--- src/rtl/types_pkg.sv ---
// Shared types for the dispatch stage: decoded instruction beats, the
// tagged dispatch payload and the reservation-station route.
package types_pkg;

   localparam int ROB_DEPTH_DEFAULT = 16;
   localparam int TAG_W             = $clog2(ROB_DEPTH_DEFAULT);

   typedef struct packed {
      logic [31:0] pc;
      logic [4:0]  rs1;
      logic [4:0]  rs2;
      logic [4:0]  rd;
      logic [31:0] imm;
      logic [3:0]  alu_op;
      logic [6:0]  opcode;
      logic        fu_mem;
      logic        fu_alu;
   } decode_data;

   typedef struct packed {
      decode_data       dec;
      logic [TAG_W-1:0] rob_tag;
   } dispatch_t;

   typedef enum logic {
      ROUTE_ALU = 1'b0,
      ROUTE_MEM = 1'b1
   } route_e;

   // Memory ops win even when fu_alu is also set; anything else goes to the ALU.
   function automatic route_e route_of(input decode_data d);
      return d.fu_mem ? ROUTE_MEM : ROUTE_ALU;
   endfunction

endpackage

--- src/rtl/skid_fifo2.sv ---
// Generic 2-entry valid/ready FIFO with a synchronous flush.
// in_ready depends only on registered occupancy, never on out_ready.
module skid_fifo2 #(
   parameter type T = logic [7:0]
) (
   input  logic clk,
   input  logic rst_n,
   input  logic flush,
   input  logic in_valid,
   output logic in_ready,
   input  T     in_data,
   output logic out_valid,
   input  logic out_ready,
   output T     out_data
);

   logic [1:0] count_reg;
   logic       wr_ptr_reg;
   logic       rd_ptr_reg;
   logic       push;
   logic       pop;

   assign in_ready  = (count_reg != 2'd2) && !flush;
   assign out_valid = (count_reg != 2'd0);
   assign push      = in_valid && in_ready;
   assign pop       = out_valid && out_ready && !flush;

   for (genvar gi = 0; gi < 2; gi++) begin : g_entry
      T entry_reg;
      always_ff @(posedge clk or negedge rst_n) begin
         if (!rst_n)
            entry_reg <= '0;
         else if (push && (wr_ptr_reg == 1'(gi)))
            entry_reg <= in_data;
      end
   end

   assign out_data = rd_ptr_reg ? g_entry[1].entry_reg : g_entry[0].entry_reg;

   always_ff @(posedge clk or negedge rst_n) begin
      if (!rst_n) begin
         count_reg  <= 2'd0;
         wr_ptr_reg <= 1'b0;
         rd_ptr_reg <= 1'b0;
      end else if (flush) begin
         count_reg  <= 2'd0;
         wr_ptr_reg <= 1'b0;
         rd_ptr_reg <= 1'b0;
      end else begin
         if (push)
            wr_ptr_reg <= ~wr_ptr_reg;
         if (pop)
            rd_ptr_reg <= ~rd_ptr_reg;
         case ({push, pop})
            2'b10:   count_reg <= count_reg + 2'd1;
            2'b01:   count_reg <= count_reg - 2'd1;
            default: count_reg <= count_reg;
         endcase
      end
   end

endmodule

--- src/rtl/dispatch_ctrl.sv ---
// In-order dispatch from Decode to the ALU / memory reservation stations:
// ROB tag allocation, ROB occupancy tracking, flush handling, stall counter.
module dispatch_ctrl
   import types_pkg::*;
#(
   parameter int ROB_DEPTH = ROB_DEPTH_DEFAULT
) (
   input  logic             clk,
   input  logic             reset,
   input  logic             dec_valid,
   output logic             dec_ready,
   input  decode_data       dec_data,
   output logic             alu_valid,
   input  logic             alu_ready,
   output logic             mem_valid,
   input  logic             mem_ready,
   output dispatch_t        disp_data,
   output logic             rob_alloc,
   input  logic             commit_valid,
   input  logic             flush,
   output logic [TAG_W:0]   rob_count,
   output logic [31:0]      stall_cycles
);

   localparam logic [TAG_W:0]   ROB_FULL = (TAG_W + 1)'(ROB_DEPTH);
   localparam logic [TAG_W-1:0] TAG_LAST = TAG_W'(ROB_DEPTH - 1);

   // Explicit wrap keeps tags correct if ROB_DEPTH is below 2**TAG_W.
   function automatic logic [TAG_W-1:0] tag_inc(input logic [TAG_W-1:0] t);
      return (t == TAG_LAST) ? '0 : t + 1'b1;
   endfunction

   logic             head_valid;
   decode_data       head_dec;
   route_e           route;
   logic             can_go;
   logic             fire;
   logic             commit;
   logic [TAG_W-1:0] head_ptr_reg;
   logic [TAG_W-1:0] head_ptr_next;
   logic [TAG_W-1:0] tail_reg;
   logic [TAG_W:0]   rob_count_reg;
   logic [31:0]      stall_reg;

   skid_fifo2 #(
      .T (decode_data)
   ) u_skid (
      .clk       (clk),
      .rst_n     (reset),
      .flush     (flush),
      .in_valid  (dec_valid),
      .in_ready  (dec_ready),
      .in_data   (dec_data),
      .out_valid (head_valid),
      .out_ready (fire),
      .out_data  (head_dec)
   );

   assign route     = route_of(head_dec);
   assign can_go    = head_valid && (rob_count_reg < ROB_FULL) && !flush;
   assign alu_valid = can_go && (route == ROUTE_ALU);
   assign mem_valid = can_go && (route == ROUTE_MEM);
   assign fire      = (alu_valid && alu_ready) || (mem_valid && mem_ready);
   assign rob_alloc = fire;

   assign disp_data.dec     = head_dec;
   assign disp_data.rob_tag = tail_reg;

   assign commit        = commit_valid && (rob_count_reg != '0);
   assign head_ptr_next = commit ? tag_inc(head_ptr_reg) : head_ptr_reg;

   always_ff @(posedge clk or negedge reset) begin
      if (!reset) begin
         head_ptr_reg  <= '0;
         tail_reg      <= '0;
         rob_count_reg <= '0;
      end else if (flush) begin
         // Everything uncommitted is squashed; the ROB restarts at its head.
         head_ptr_reg  <= head_ptr_next;
         tail_reg      <= head_ptr_next;
         rob_count_reg <= '0;
      end else begin
         head_ptr_reg <= head_ptr_next;
         if (fire)
            tail_reg <= tag_inc(tail_reg);
         case ({fire, commit})
            2'b10:   rob_count_reg <= rob_count_reg + 1'b1;
            2'b01:   rob_count_reg <= rob_count_reg - 1'b1;
            default: rob_count_reg <= rob_count_reg;
         endcase
      end
   end

   always_ff @(posedge clk or negedge reset) begin
      if (!reset)
         stall_reg <= '0;
      else if (head_valid && !flush && !fire && (stall_reg != '1))
         stall_reg <= stall_reg + 32'd1;
   end

   assign rob_count    = rob_count_reg;
   assign stall_cycles = stall_reg;

endmodule

--- config.mk ---
export PLATFORM = sky130hd
export DESIGN_NAME = dispatch_ctrl
export DESIGN_NICKNAME = d
export VERILOG_FILES = /design/src/rtl/types_pkg.sv /design/src/rtl/skid_fifo2.sv /design/src/rtl/dispatch_ctrl.sv
export SDC_FILE = /design/constraint.sdc
export NUM_CORES = 1
export LEC_CHECK = 0
export BUFFER_PORTS_ARGS = -buffer_cell sky130_fd_sc_hd__buf_2
export CAP_MARGIN = 5
export CELL_PAD_IN_SITES_DETAIL_PLACEMENT = 1
export CELL_PAD_IN_SITES_GLOBAL_PLACEMENT = 2
export CORE_MARGIN = 1
export CORE_UTILIZATION = 35
export CTS_BUF_LIST = sky130_fd_sc_hd__clkbuf_4
export DETAILED_ROUTE_END_ITERATION = 12
export GPL_ROUTABILITY_DRIVEN = 1
export HOLD_SLACK_MARGIN = 0.1
export PLACE_DENSITY_LB_ADDON = 0.1
export SYNTH_ARGS = -nofsm -noshare
export SYNTH_HDL_FRONTEND = slang
export SYNTH_HIERARCHICAL = 1
export SYNTH_SLANG_ARGS = --single-unit
--- constraint.sdc ---
create_clock -name clk -period 3.3 [get_ports clk]
set_input_delay 0.165 -clock clk [delete_from_list [all_inputs] [get_ports clk]]
set_output_delay 0.165 -clock clk [all_outputs]
set_load 0.01 [all_outputs]
==> metrics.txt, run 1 <==
# TYPE chip_impl_metric gauge
chip_impl_info{name="result_of_the_run",value="complete, no violations"} 1
chip_impl_metric{name="data_required_time_at_the_worst_endpoint",unit="ps"} 3130
chip_impl_metric{name="worst-endpoint-arrival",unit="ps"} 2900
chip_impl_info{name="timing.setup.critical_path_class",value="register to primary output"} 1
chip_impl_metric{name="die-height",unit="um"} 178
chip_impl_metric{name="sw_frac_of_total",unit=""} 0.293
chip_impl_metric{name="total_gr_overflow",unit=""} 0
chip_impl_metric{name="vdd.ir_drop.worst",unit="mV"} 0.316
chip_impl_info{name="worst_r2r_startpoint",value="u_skid/rd_ptr_reg"} 1
chip_impl_metric{name="tritoncts_num_sinks",unit=""} 233
chip_impl_metric{name="cp_max_fo",unit=""} 61
chip_impl_metric{name="firstDrtPassIters",unit=""} 4
chip_impl_metric{name="floorplan.die_area",unit="um^2"} 31800
chip_impl_metric{name="finalNetCount",unit=""} 1222
chip_impl_metric{name="power.share.combinational",unit=""} 0.274
chip_impl_metric{name="post_synth_num_cell_types",unit=""} 49
chip_impl_info{name="critical_path.endpoint",value="disp_data[7]"} 1
chip_impl_metric{name="place_area",unit="um^2"} 12400
chip_impl_metric{name="place_worst_setup_slack",unit="ps"} 479
chip_impl_metric{name="groute.usage.overall",unit=""} 0.178
chip_impl_metric{name="io_buffer_count",unit=""} 235
chip_impl_metric{name="ant_nets",unit=""} 0
chip_impl_metric{name="clock_latency",unit="ps"} 650
chip_impl_metric{name="area_of_the_multi_input_gates",unit="um^2"} 4740
chip_impl_metric{name="number_of_buffers_created_by_cts",unit=""} 70
chip_impl_metric{name="layout_worst_path_cycle_share",unit=""} 0.928
chip_impl_metric{name="placed_wire_length_estimate",unit="mm"} 17.3
chip_impl_metric{name="synthCells",unit=""} 730
chip_impl_info{name="ys.flop_type",value="sky130_fd_sc_hd__dfrtp_1"} 1
chip_impl_metric{name="clock_tree.htree_level_count",unit=""} 3
chip_impl_info{name="unrepaired_setup_endpoints_after_global_routing",value="no"} 1
chip_impl_metric{name="clk_transition_reported_paths",unit="ps"} 60
chip_impl_metric{name="drcViolationCount",unit=""} 0
chip_impl_metric{name="hold_violations",unit=""} 0
chip_impl_metric{name="drt_wl_total",unit="mm"} 27.3
chip_impl_metric{name="cts_max_path_buffers",unit=""} 3
chip_impl_info{name="critical-path-top-cell-by-count",value="sky130_fd_sc_hd__buf_4"} 1
chip_impl_metric{name="net_count_after_synthesis",unit=""} 836
chip_impl_metric{name="post-place-cells",unit=""} 1340
chip_impl_metric{name="final_layout_size_suffix_gt1_frac",unit=""} 0.564
chip_impl_metric{name="via_per_inst",unit=""} 4.74
chip_impl_metric{name="sequential_area_share_after_synthesis",unit=""} 0.536
chip_impl_info{name="critPathSlowestCell",value="sky130_fd_sc_hd__buf_4"} 1
chip_impl_metric{name="grt_pass1_vias",unit=""} 8391
chip_impl_metric{name="fin_skew",unit="ps"} 21.8
chip_impl_metric{name="antenna_found_initial",unit=""} 3
chip_impl_metric{name="final_critical_path_setup_slack",unit="ps"} 237
chip_impl_metric{name="sequential_standard_cell_area",unit="um^2"} 5830
chip_impl_metric{name="synth_area",unit="um^2"} 10900
chip_impl_metric{name="synth.ff_latch_count",unit=""} 233
chip_impl_metric{name="largest_register_ff_count",unit=""} 184
chip_impl_metric{name="fillers",unit=""} 3253
chip_impl_metric{name="tns",unit="ps"} 0
chip_impl_metric{name="period_minus_slack",unit="ps"} 3060
chip_impl_metric{name="starting_utilization_of_the_core_area",unit=""} 0.355
chip_impl_metric{name="p_clk_frac",unit=""} 0.296
chip_impl_metric{name="synth_async_sr_flop_share",unit=""} 1.00
chip_impl_info{name="worstHoldPathType",value="input port to register"} 1
chip_impl_info{name="cts_tree",value="built"} 1
chip_impl_metric{name="relSlewSlack",unit=""} 0.396
chip_impl_info{name="crit-reg2reg-capture",value="rob_count[4]"} 1
chip_impl_metric{name="finalWeightedCongestion",unit=""} 0.761
chip_impl_metric{name="power.density_cell_area",unit="nW/um^2"} 653
chip_impl_metric{name="post_drt_wl_per_cell",unit="um"} 17.4
chip_impl_info{name="worstSetupStartpoint",value="u_skid/rd_ptr_reg"} 1
chip_impl_metric{name="actual_slew_at_the_worst_max_slew_pin",unit="ps"} 906
chip_impl_metric{name="fmaxAchievable",unit="MHz"} 327
chip_impl_metric{name="synth.yosys.warnings",unit=""} 6
chip_impl_metric{name="grt_start_max_net_pins",unit=""} 63
chip_impl_metric{name="wire_length_of_the_first_global_routing_pass",unit="mm"} 44.4
chip_impl_metric{name="finalSetupViolations",unit=""} 0
chip_impl_metric{name="core_region_area",unit="um^2"} 30600
chip_impl_metric{name="netSwitchingPower",unit="W"} 0.00274
chip_impl_metric{name="avgSynthCellArea",unit="um^2"} 14.9
chip_impl_metric{name="synth_enable_flop_cells",unit=""} 0
chip_impl_info{name="startpoint_type",value="register"} 1
chip_impl_metric{name="drv_slew",unit=""} 0
chip_impl_metric{name="io_pins",unit=""} 236
chip_impl_info{name="most-common-layout-cells",value="234 x sky130_fd_sc_hd__buf_2, 232 x sky130_fd_sc_hd__dfrtp_1, 200 x sky130_fd_sc_hd__mux2_2, 103 x sky130_fd_sc_hd__clkbuf_4, 99 x sky130_fd_sc_hd__dlygate4sd3_1"} 1
chip_impl_metric{name="flow.area_growth_from_synthesis",unit="%"} 31.8
chip_impl_metric{name="cellInternalPower",unit="W"} 0.00662
chip_impl_metric{name="worst-r2r-cell-count",unit=""} 11
chip_impl_metric{name="vias",unit=""} 7413
chip_impl_metric{name="power",unit="W"} 0.00936
chip_impl_metric{name="detailedRoute.firstIterationViolations",unit=""} 153
chip_impl_metric{name="layout.cell_area.non_filler",unit="um^2"} 14300
chip_impl_metric{name="p_leak",unit="nW"} 6.85
chip_impl_info{name="final_common_cell",value="sky130_fd_sc_hd__buf_2"} 1
chip_impl_metric{name="critPathMaxStageDelay",unit="ps"} 800
chip_impl_metric{name="power_frac_seq",unit=""} 0.430
chip_impl_info{name="clock-root-buffer",value="sky130_fd_sc_hd__clkbuf_4"} 1
chip_impl_metric{name="instances_no_fill",unit=""} 1563
chip_impl_metric{name="r2r_slack",unit="ps"} 500
chip_impl_info{name="critPathCaptureType",value="primary output"} 1
chip_impl_metric{name="rows",unit=""} 64
chip_impl_info{name="critical_path.cell_chain",value="buf_4, buf_4, mux2_2, buf_2"} 1
chip_impl_metric{name="max-cap-violations",unit=""} 0
chip_impl_metric{name="die_x",unit="um"} 178
[critical path, delay by kind of cell, from the launching register on]
family   cells  cell delay (ps)
buf+inv      3             1360
flops        1              400
mux          1              450
[cell usage after synthesis, types with 3 or more instances]
master	count	area, um^2
sky130_fd_sc_hd__mux2_2	200	2250
sky130_fd_sc_hd__nand2_1	16	60.1
sky130_fd_sc_hd__dfrtp_1	233	5830
sky130_fd_sc_hd__nand4_1	19	119
sky130_fd_sc_hd__a21oi_1	7	35.0
sky130_fd_sc_hd__o211ai_1	3	22.5
sky130_fd_sc_hd__o21ai_0	8	40.0
sky130_fd_sc_hd__nor2_1	12	45.0
sky130_fd_sc_hd__or2_2	3	18.8
sky130_fd_sc_hd__buf_12	8	160
sky130_fd_sc_hd__and3_1	8	50.1
sky130_fd_sc_hd__a31oi_1	3	18.8
sky130_fd_sc_hd__buf_2	13	65.1
sky130_fd_sc_hd__xor2_1	6	52.6
sky130_fd_sc_hd__mux2_4	80	1200
sky130_fd_sc_hd__nor3_1	4	20.0
sky130_fd_sc_hd__nand3_1	10	50.1
sky130_fd_sc_hd__xnor2_1	31	272
sky130_fd_sc_hd__ha_1	6	75.1
sky130_fd_sc_hd__inv_1	6	22.5
sky130_fd_sc_hd__mux2i_1	5	50.1
sky130_fd_sc_hd__clkbuf_1	14	52.6
[layer usage]
layer  routed length [um]  global-route usage  up-vias  part of all wire
li1                     -                   -     3421                 -
met1                12200               0.229     3745              0.45
met2                12700               0.279      196              0.47
met3                 1670              0.0522       51             0.061
met4                  734              0.0752        0             0.027
met5                    0                   0        -                 0
[timing repair]
action,in CTS,in global routing
setup buffers,0,0
resized for setup,0,0
hold endpoints to repair,433,0
hold buffers,100,0
[cell families after synthesis]
family / count (synthesis) / synth area share
xor+xnor: 38 / 0.0323
fa+ha+maj: 7 / 0.00874
mux: 286 / 0.323
flops: 233 / 0.536
simple gates: 94 / 0.0520
buf+inv: 42 / 0.0286
compound gates: 30 / 0.0186
[worst min path at each step]
stage,from,endpoint,slack (ps),cells past startpoint
after floorplan,reset,head_ptr_reg[0],-130,0
after global placement,reset,u_skid/g_entry[1].entry_reg[11],250,1
after detailed placement,reset,u_skid/g_entry[0].entry_reg[15],240,1
after CTS,alu_ready,rob_count[4],100,6
after global routing,alu_ready,rob_count[4],170,6
final,alu_ready,rob_count[4],190,6
[layout make-up]
| class | instances | area share |
|---|---|---|
| antenna | 3 | 0.000524 |
| sequential | 233 | 0.407 |
| clock buffer | 103 | 0.0540 |
| clock inverter | 17 | 0.00637 |
| timing repair buffer | 350 | 0.165 |
| tap | 396 | 0.0346 |
| multi-input combinational | 455 | 0.331 |
| inverter | 6 | 0.00157 |
[stage by stage]
| stage | utilization | hold slack, ps |
|---|---|---|
| after floorplan | - | -131 |
| after global placement | 0.407 | 251 |
| after detailed placement | 0.407 | 244 |
| after CTS | 0.468 | 102 |
| after global routing | 0.468 | 171 |
| final | 0.468 | 185 |
[power by group through the flow]
stage	clock network [W]	registers (W)	logic (W)
floorplan	0	0.00397	0.00173
global placement	0	0.00405	0.00247
detailed placement	0	0.00407	0.00250
CTS	0.00293	0.00403	0.00262
global route	0.00307	0.00414	0.00282
finish	0.00277	0.00402	0.00257
(Power assumes the default switching activity.)
==> run 2, diff against run 1 <==
==> constraint.sdc (replaced) <==
create_clock -name clk -period 3.3 [get_ports clk]
set_input_delay 0.66 -clock clk [delete_from_list [all_inputs] [get_ports clk]]
set_output_delay 0.66 -clock clk [all_outputs]
set_load 0.01 [all_outputs]
==> run 2 against run 1 <==
Net effect:
- sequential power rose by 1%
- clock power decreased by 7%
- global-route usage decreased by 0.80 points
- critical endpoint is now disp_data[95]
- largest cell class unchanged
- highest routed layer is now met5
==> metrics.txt, run 2 (synthesis results as in run 1) <==
# TYPE chip_impl_metric gauge
chip_impl_info{name="critPathCaptureType",value="primary output"} 1
chip_impl_metric{name="fmaxAchievable",unit="MHz"} 320
chip_impl_metric{name="ant_nets",unit=""} 0
chip_impl_metric{name="finalWeightedCongestion",unit=""} 0.722
chip_impl_metric{name="postLayoutCoreUtil",unit=""} 0.435
chip_impl_info{name="unrepaired_setup_endpoints_after_global_routing",value="no"} 1
chip_impl_metric{name="hold_path_depth",unit=""} 2
chip_impl_info{name="result_of_the_run",value="complete, no violations"} 1
chip_impl_metric{name="drt_wl_total",unit="mm"} 26.4
chip_impl_info{name="cts_tree",value="built"} 1
chip_impl_metric{name="io_buffer_count",unit=""} 235
chip_impl_metric{name="starting_utilization_of_the_core_area",unit=""} 0.355
chip_impl_metric{name="placed_wire_length_estimate",unit="mm"} 17.8
chip_impl_metric{name="period_minus_slack",unit="ps"} 3120
chip_impl_metric{name="drcViolationCount",unit=""} 0
chip_impl_metric{name="vias",unit=""} 6971
chip_impl_metric{name="antenna_found_initial",unit=""} 6
chip_impl_metric{name="finalSetupViolations",unit=""} 0
chip_impl_info{name="crit-reg2reg-capture",value="rob_count[4]"} 1
chip_impl_metric{name="largest_register_ff_count",unit=""} 184
chip_impl_metric{name="firstDrtPassIters",unit=""} 4
chip_impl_metric{name="tns",unit="ps"} 0
chip_impl_metric{name="finalNetCount",unit=""} 1125
chip_impl_metric{name="worst-r2r-cell-count",unit=""} 11
chip_impl_metric{name="sequential_standard_cell_area",unit="um^2"} 5830
chip_impl_metric{name="drv_slew",unit=""} 0
chip_impl_metric{name="post_drt_wl_per_cell",unit="um"} 18.1
chip_impl_metric{name="grt_start_max_net_pins",unit=""} 77
chip_impl_metric{name="via_per_inst",unit=""} 4.79
chip_impl_metric{name="final_critical_path_setup_slack",unit="ps"} 177
chip_impl_metric{name="relSlewSlack",unit=""} 0.574
chip_impl_metric{name="power.density_cell_area",unit="nW/um^2"} 683
chip_impl_info{name="worst_hold_path.endpoint",value="u_skid/g_entry[1].entry_reg[88]"} 1
chip_impl_metric{name="die_x",unit="um"} 178
chip_impl_metric{name="core_region_area",unit="um^2"} 30600
chip_impl_metric{name="vdd.ir_drop.worst",unit="mV"} 0.311
chip_impl_info{name="startpoint_type",value="register"} 1
chip_impl_metric{name="flow.area_growth_from_synthesis",unit="%"} 22.5
chip_impl_metric{name="final_layout_size_suffix_gt1_frac",unit=""} 0.615
chip_impl_metric{name="cp_max_fo",unit=""} 50
chip_impl_metric{name="floorplan.die_area",unit="um^2"} 31800
chip_impl_metric{name="p_leak",unit="nW"} 6.40
chip_impl_metric{name="r2r_slack",unit="ps"} 480
chip_impl_metric{name="fin_skew",unit="ps"} 72.3
chip_impl_metric{name="groute.usage.overall",unit=""} 0.170
chip_impl_metric{name="layout_worst_path_cycle_share",unit=""} 0.947
chip_impl_metric{name="data_required_time_at_the_worst_endpoint",unit="ps"} 2640
chip_impl_metric{name="number_of_buffers_created_by_cts",unit=""} 69
chip_impl_metric{name="fillers",unit=""} 3257
chip_impl_metric{name="post-place-cells",unit=""} 1343
chip_impl_metric{name="hold_violations",unit=""} 0
chip_impl_metric{name="area_of_the_multi_input_gates",unit="um^2"} 4740
chip_impl_metric{name="io_pins",unit=""} 236
chip_impl_metric{name="max-cap-violations",unit=""} 0
chip_impl_metric{name="post_cts_buffers",unit=""} 0
chip_impl_metric{name="rows",unit=""} 64
chip_impl_metric{name="place_worst_setup_slack",unit="ps"} 389
chip_impl_metric{name="clock_tree.htree_level_count",unit=""} 3
chip_impl_metric{name="detailedRoute.firstIterationViolations",unit=""} 267
chip_impl_info{name="final_common_cell",value="sky130_fd_sc_hd__buf_2"} 1
chip_impl_metric{name="clk_transition_reported_paths",unit="ps"} 60
chip_impl_metric{name="worst-endpoint-arrival",unit="ps"} 2460
chip_impl_metric{name="power",unit="W"} 0.00910
chip_impl_metric{name="tritoncts_num_sinks",unit=""} 233
chip_impl_info{name="worst_r2r_startpoint",value="u_skid/rd_ptr_reg"} 1
chip_impl_metric{name="wire_length_of_the_first_global_routing_pass",unit="mm"} 42.2
chip_impl_info{name="timing.setup.critical_path_class",value="register to primary output"} 1
chip_impl_metric{name="grt_pass1_vias",unit=""} 7597
chip_impl_metric{name="clock_latency",unit="ps"} 670
chip_impl_info{name="worstHoldPathType",value="input port to register"} 1
chip_impl_metric{name="total_gr_overflow",unit=""} 0
chip_impl_metric{name="instances_no_fill",unit=""} 1455
chip_impl_info{name="holdCritStartpoint",value="dec_data[88]"} 1
chip_impl_info{name="clock-root-buffer",value="sky130_fd_sc_hd__clkbuf_4"} 1
chip_impl_info{name="most-common-layout-cells",value="234 x sky130_fd_sc_hd__buf_2, 232 x sky130_fd_sc_hd__dfrtp_1, 200 x sky130_fd_sc_hd__mux2_2, 93 x sky130_fd_sc_hd__clkbuf_4, 80 x sky130_fd_sc_hd__mux2_4"} 1
chip_impl_metric{name="die-height",unit="um"} 178
chip_impl_metric{name="cts_max_path_buffers",unit=""} 3
chip_impl_metric{name="actual_slew_at_the_worst_max_slew_pin",unit="ps"} 640
==> run 2: cell types whose count changed in the layout (fill, tap and decap cells not counted), moves of 2 or more <==
cell / change
sky130_fd_sc_hd__dlygate4sd3_1: -98
sky130_fd_sc_hd__clkbuf_4: -10
sky130_fd_sc_hd__clkinv_1: -4
sky130_fd_sc_hd__buf_12: +3
sky130_fd_sc_hd__buf_4: -2
sky130_fd_sc_hd__clkinv_4: +2
==> run 2: worst max-delay path by stage <==
stage,from,to,slack (ps),cells after the start
floorplan,u_skid/rd_ptr_reg,rob_count[4],210,12
global placement,u_skid/rd_ptr_reg,disp_data[95],400,4
detailed placement,u_skid/rd_ptr_reg,disp_data[38],390,4
CTS,u_skid/rd_ptr_reg,disp_data[38],20,4
global route,u_skid/rd_ptr_reg,disp_data[12],20,4
finish,u_skid/rd_ptr_reg,disp_data[95],180,4
==> run 2: timing repair <==
item,4_1_cts,5_1_grt
hold buffers,1,0
endpoints found under the hold margin,72,0
endpoints found under the setup margin,50,44
gates resized for setup,2,2
==> run 2: layer usage <==
| metal | vias up | routed length, um | global-route usage |
|---|---|---|---|
| li1 | 3231 | - | - |
| met1 | 3486 | 11900 | 0.227 |
| met2 | 198 | 12100 | 0.256 |
| met3 | 52 | 1820 | 0.0518 |
| met4 | 4 | 559 | 0.0706 |
| met5 | - | 23 | 0 |
==> run 2: layout make-up <==
| type | count | area share |
|---|---|---|
| flip-flops and latches | 233 | 0.438 |
| multi-input cells | 455 | 0.356 |
| repair buffers | 254 | 0.107 |
| clock buffers | 93 | 0.0524 |
| well taps | 396 | 0.0372 |
| clock inverters | 14 | 0.00695 |
| inverters | 6 | 0.00169 |
| diodes | 4 | 0.000751 |
==> run 2: worst max-delay path: stages (launching register included) <==
cell and delay [ps]:
sky130_fd_sc_hd__dfrtp_4 420, sky130_fd_sc_hd__buf_6 380, sky130_fd_sc_hd__buf_8 390, sky130_fd_sc_hd__mux2_2 390
sky130_fd_sc_hd__buf_2 150
==> run 2: report_power, final <==
part           leakage (nW)  internal (W)  switching (W)  total [W]
Sequential             2.84       0.00360       0.000465    0.00406
Combinational          3.09       0.00146       0.000999    0.00245
Clock                 0.469       0.00137        0.00121    0.00258
==> run 2: metrics by stage <==
step | hold WS (ps) | area (um^2)
floorplan | 364 | 10900
global placement | 482 | 12500
detailed placement | 486 | 12500
CTS | 147 | 13300
global route | 165 | 13300
finish | 231 | 13300
==> run 3, diff against run 2 <==
--- a/config.mk
+++ b/config.mk
@@ -5,7 +5,7 @@
 export SDC_FILE = /design/constraint.sdc
 export NUM_CORES = 1
 export LEC_CHECK = 0
-export BUFFER_PORTS_ARGS = -buffer_cell sky130_fd_sc_hd__buf_2
+export BUFFER_PORTS_ARGS = -buffer_cell sky130_fd_sc_hd__buf_4
 export CAP_MARGIN = 5
 export CELL_PAD_IN_SITES_DETAIL_PLACEMENT = 1
 export CELL_PAD_IN_SITES_GLOBAL_PLACEMENT = 2
==> run 3 against run 2 <==
Net effect:
- utilization grew 1.9 points
- count of clock-buffer cells in the layout up 16
- sequential share of layout area down 1.8 points
- sequential cell count is the same
==> metrics.txt, run 3 (synthesis results as in run 1) <==
# TYPE chip_impl_metric gauge
chip_impl_metric{name="die_x",unit="um"} 178
chip_impl_metric{name="total_gr_overflow",unit=""} 0
chip_impl_metric{name="antenna_found_initial",unit=""} 1
chip_impl_info{name="critPathCaptureType",value="primary output"} 1
chip_impl_metric{name="flow.area_growth_from_synthesis",unit="%"} 27.8
chip_impl_metric{name="power.density_cell_area",unit="nW/um^2"} 680
chip_impl_info{name="worstSetupStartpoint",value="u_skid/count_reg[0]"} 1
chip_impl_metric{name="starting_utilization_of_the_core_area",unit=""} 0.355
chip_impl_metric{name="data_required_time_at_the_worst_endpoint",unit="ps"} 2640
chip_impl_metric{name="p_leak",unit="nW"} 6.59
chip_impl_metric{name="clk_transition_reported_paths",unit="ps"} 60
chip_impl_metric{name="finalSetupViolations",unit=""} 0
chip_impl_metric{name="r2r_slack",unit="ps"} 470
chip_impl_metric{name="post-place-cells",unit=""} 1338
chip_impl_metric{name="instances_no_fill",unit=""} 1459
chip_impl_metric{name="relSlewSlack",unit=""} 0.588
chip_impl_metric{name="worst-endpoint-arrival",unit="ps"} 2220
chip_impl_metric{name="floorplan.die_area",unit="um^2"} 31800
chip_impl_metric{name="io_buffer_count",unit=""} 235
chip_impl_metric{name="post_cts_resize_count",unit=""} 0
chip_impl_metric{name="cts.hold.buffers_added",unit=""} 1
chip_impl_metric{name="final_layout_size_suffix_gt1_frac",unit=""} 0.620
chip_impl_info{name="cts_tree",value="built"} 1
chip_impl_info{name="timing.setup.critical_path_class",value="register to primary output"} 1
chip_impl_metric{name="period_minus_slack",unit="ps"} 2880
chip_impl_info{name="result_of_the_run",value="complete, no violations"} 1
chip_impl_metric{name="grt_start_max_net_pins",unit=""} 93
chip_impl_metric{name="finalWeightedCongestion",unit=""} 0.705
chip_impl_metric{name="groute.layer.met3.usage",unit=""} 0.0518
chip_impl_metric{name="netSwitchingPower",unit="W"} 0.00270
chip_impl_metric{name="largest_register_ff_count",unit=""} 184
chip_impl_metric{name="layout.cell_area.non_filler",unit="um^2"} 13900
chip_impl_info{name="critical_path.endpoint",value="rob_alloc"} 1
chip_impl_info{name="unrepaired_setup_endpoints_after_global_routing",value="no"} 1
chip_impl_metric{name="detailedRoute.firstIterationViolations",unit=""} 177
chip_impl_metric{name="vias",unit=""} 7041
chip_impl_metric{name="finalNetCount",unit=""} 1122
chip_impl_metric{name="wire_length_of_the_first_global_routing_pass",unit="mm"} 41.9
chip_impl_metric{name="layout_worst_path_cycle_share",unit=""} 0.874
chip_impl_metric{name="ant_nets",unit=""} 0
chip_impl_metric{name="power_frac_seq",unit=""} 0.427
chip_impl_metric{name="p_clk_frac",unit=""} 0.286
chip_impl_info{name="worst_r2r_startpoint",value="u_skid/rd_ptr_reg"} 1
chip_impl_metric{name="rows",unit=""} 64
chip_impl_info{name="globalRoute.busiestLayer",value="met2"} 1
chip_impl_metric{name="number_of_buffers_created_by_cts",unit=""} 71
chip_impl_metric{name="tritoncts_num_sinks",unit=""} 233
chip_impl_metric{name="use_met2",unit=""} 0.265
chip_impl_metric{name="hold_violations",unit=""} 0
chip_impl_metric{name="via_per_inst",unit=""} 4.83
chip_impl_metric{name="firstDrtPassIters",unit=""} 4
chip_impl_metric{name="grtUsageMet1",unit=""} 0.216
chip_impl_metric{name="power.share.combinational",unit=""} 0.287
chip_impl_metric{name="vdd.ir_drop.worst",unit="mV"} 0.269
chip_impl_info{name="most-common-layout-cells",value="241 x sky130_fd_sc_hd__buf_4, 232 x sky130_fd_sc_hd__dfrtp_1, 200 x sky130_fd_sc_hd__mux2_2, 109 x sky130_fd_sc_hd__clkbuf_4, 80 x sky130_fd_sc_hd__mux2_4"} 1
chip_impl_metric{name="sw_frac_of_total",unit=""} 0.286
chip_impl_metric{name="drt_wl_total",unit="mm"} 26.5
chip_impl_info{name="crit-reg2reg-capture",value="rob_count[4]"} 1
chip_impl_metric{name="clock_latency",unit="ps"} 650
chip_impl_metric{name="fillers",unit=""} 3219
chip_impl_metric{name="post_drt_wl_per_cell",unit="um"} 18.2
chip_impl_metric{name="place_area",unit="um^2"} 13000
chip_impl_metric{name="max-cap-violations",unit=""} 0
chip_impl_metric{name="clock_tree.htree_level_count",unit=""} 3
chip_impl_metric{name="cts_max_path_buffers",unit=""} 3
chip_impl_info{name="final_common_cell",value="sky130_fd_sc_hd__buf_4"} 1
chip_impl_metric{name="cellInternalPower",unit="W"} 0.00675
chip_impl_info{name="worstHoldPathType",value="input port to register"} 1
chip_impl_metric{name="cp_max_fo",unit=""} 14
chip_impl_metric{name="tns",unit="ps"} 0
chip_impl_metric{name="placed_wire_length_estimate",unit="mm"} 17.0
chip_impl_metric{name="drcViolationCount",unit=""} 0
chip_impl_metric{name="groute.usage.overall",unit=""} 0.168
chip_impl_metric{name="fmaxAchievable",unit="MHz"} 347
chip_impl_metric{name="actual_slew_at_the_worst_max_slew_pin",unit="ps"} 618
chip_impl_metric{name="io_pins",unit=""} 236
chip_impl_metric{name="worst-r2r-cell-count",unit=""} 11
chip_impl_metric{name="power",unit="W"} 0.00946
chip_impl_metric{name="post_cts_buffers",unit=""} 0
chip_impl_metric{name="die-height",unit="um"} 178
chip_impl_metric{name="grt_pass1_vias",unit=""} 7747
chip_impl_metric{name="fin_skew",unit="ps"} 47.2
chip_impl_metric{name="core_region_area",unit="um^2"} 30600
chip_impl_info{name="startpoint_type",value="register"} 1
chip_impl_info{name="clock-root-buffer",value="sky130_fd_sc_hd__clkbuf_4"} 1
chip_impl_metric{name="drv_slew",unit=""} 0
==> run 3: changes by cell type in the layout (fill, tap and decap cells not counted) <==
cell	before	now
sky130_fd_sc_hd__buf_8	2	1
sky130_fd_sc_hd__buf_2	234	0
sky130_fd_sc_hd__inv_2	1	3
sky130_fd_sc_hd__diode_2	4	2
sky130_fd_sc_hd__buf_12	7	6
sky130_fd_sc_hd__clkinv_1	9	6
sky130_fd_sc_hd__clkbuf_4	93	109
sky130_fd_sc_hd__clkinvlp_4	1	0
sky130_fd_sc_hd__clkinv_4	2	0
sky130_fd_sc_hd__buf_6	1	0
sky130_fd_sc_hd__buf_4	9	241
sky130_fd_sc_hd__bufinv_16	1	0
==> run 3: cell type report <==
class	instances	area, um^2	share of cell area
Clock inverter	9	33.8	0.00243
Timing Repair Buffer	249	1950	0.141
Antenna cell	2	5.00	0.000360
Tap cell	396	495	0.0356
Clock buffer	109	818	0.0589
Multi-Input combinational cell	455	4740	0.341
Inverter	6	22.5	0.00162
Sequential cell	233	5830	0.420
==> run 3: worst min-delay path by stage <==
| stage | end | startpoint | cells after the start |
|---|---|---|---|
| 2_1_floorplan | head_ptr_reg[0] | reset | 0 |
| 3_3_place_gp | u_skid/g_entry[1].entry_reg[91] | u_skid/g_entry[1].entry_reg[91] | 1 |
| 3_5_place_dp | u_skid/g_entry[1].entry_reg[87] | u_skid/g_entry[1].entry_reg[87] | 1 |
| 4_1_cts | u_skid/g_entry[1].entry_reg[9] | dec_data[9] | 2 |
| 5_1_grt | u_skid/g_entry[1].entry_reg[13] | dec_data[13] | 2 |
| 6_report | u_skid/g_entry[1].entry_reg[9] | dec_data[9] | 2 |
==> run 3: layer usage <==
layer,wire (um),vias up
met5,0,-
met4,667,0
li1,-,3231
met2,12500,191
met1,11500,3558
met3,1850,61
==> run 3: power by group through the flow <==
stage	sequential, W	clock [W]	combinational, W
floorplan	0.00397	0	0.00173
global placement	0.00406	0	0.00272
detailed placement	0.00407	0	0.00277
CTS	0.00404	0.00287	0.00278
global route	0.00413	0.00299	0.00297
finish	0.00404	0.00271	0.00271
==> run 3: critical path: stages (launching register included) <==
cell,delay [ps]
sky130_fd_sc_hd__dfrtp_1,470
sky130_fd_sc_hd__or2_2,170
sky130_fd_sc_hd__or3b_4,420
sky130_fd_sc_hd__nor2_8,120
sky130_fd_sc_hd__buf_4,230
sky130_fd_sc_hd__buf_4,160
==> run 3: stage by stage <==
step                      hold WS [ps]  worst slack, ps  utilization
after global placement             482              422        0.426
after detailed placement           488              429        0.426
after floorplan                    364              209            -
after CTS                          167              320        0.454
after global routing               175              233        0.454
final                              253              415        0.454
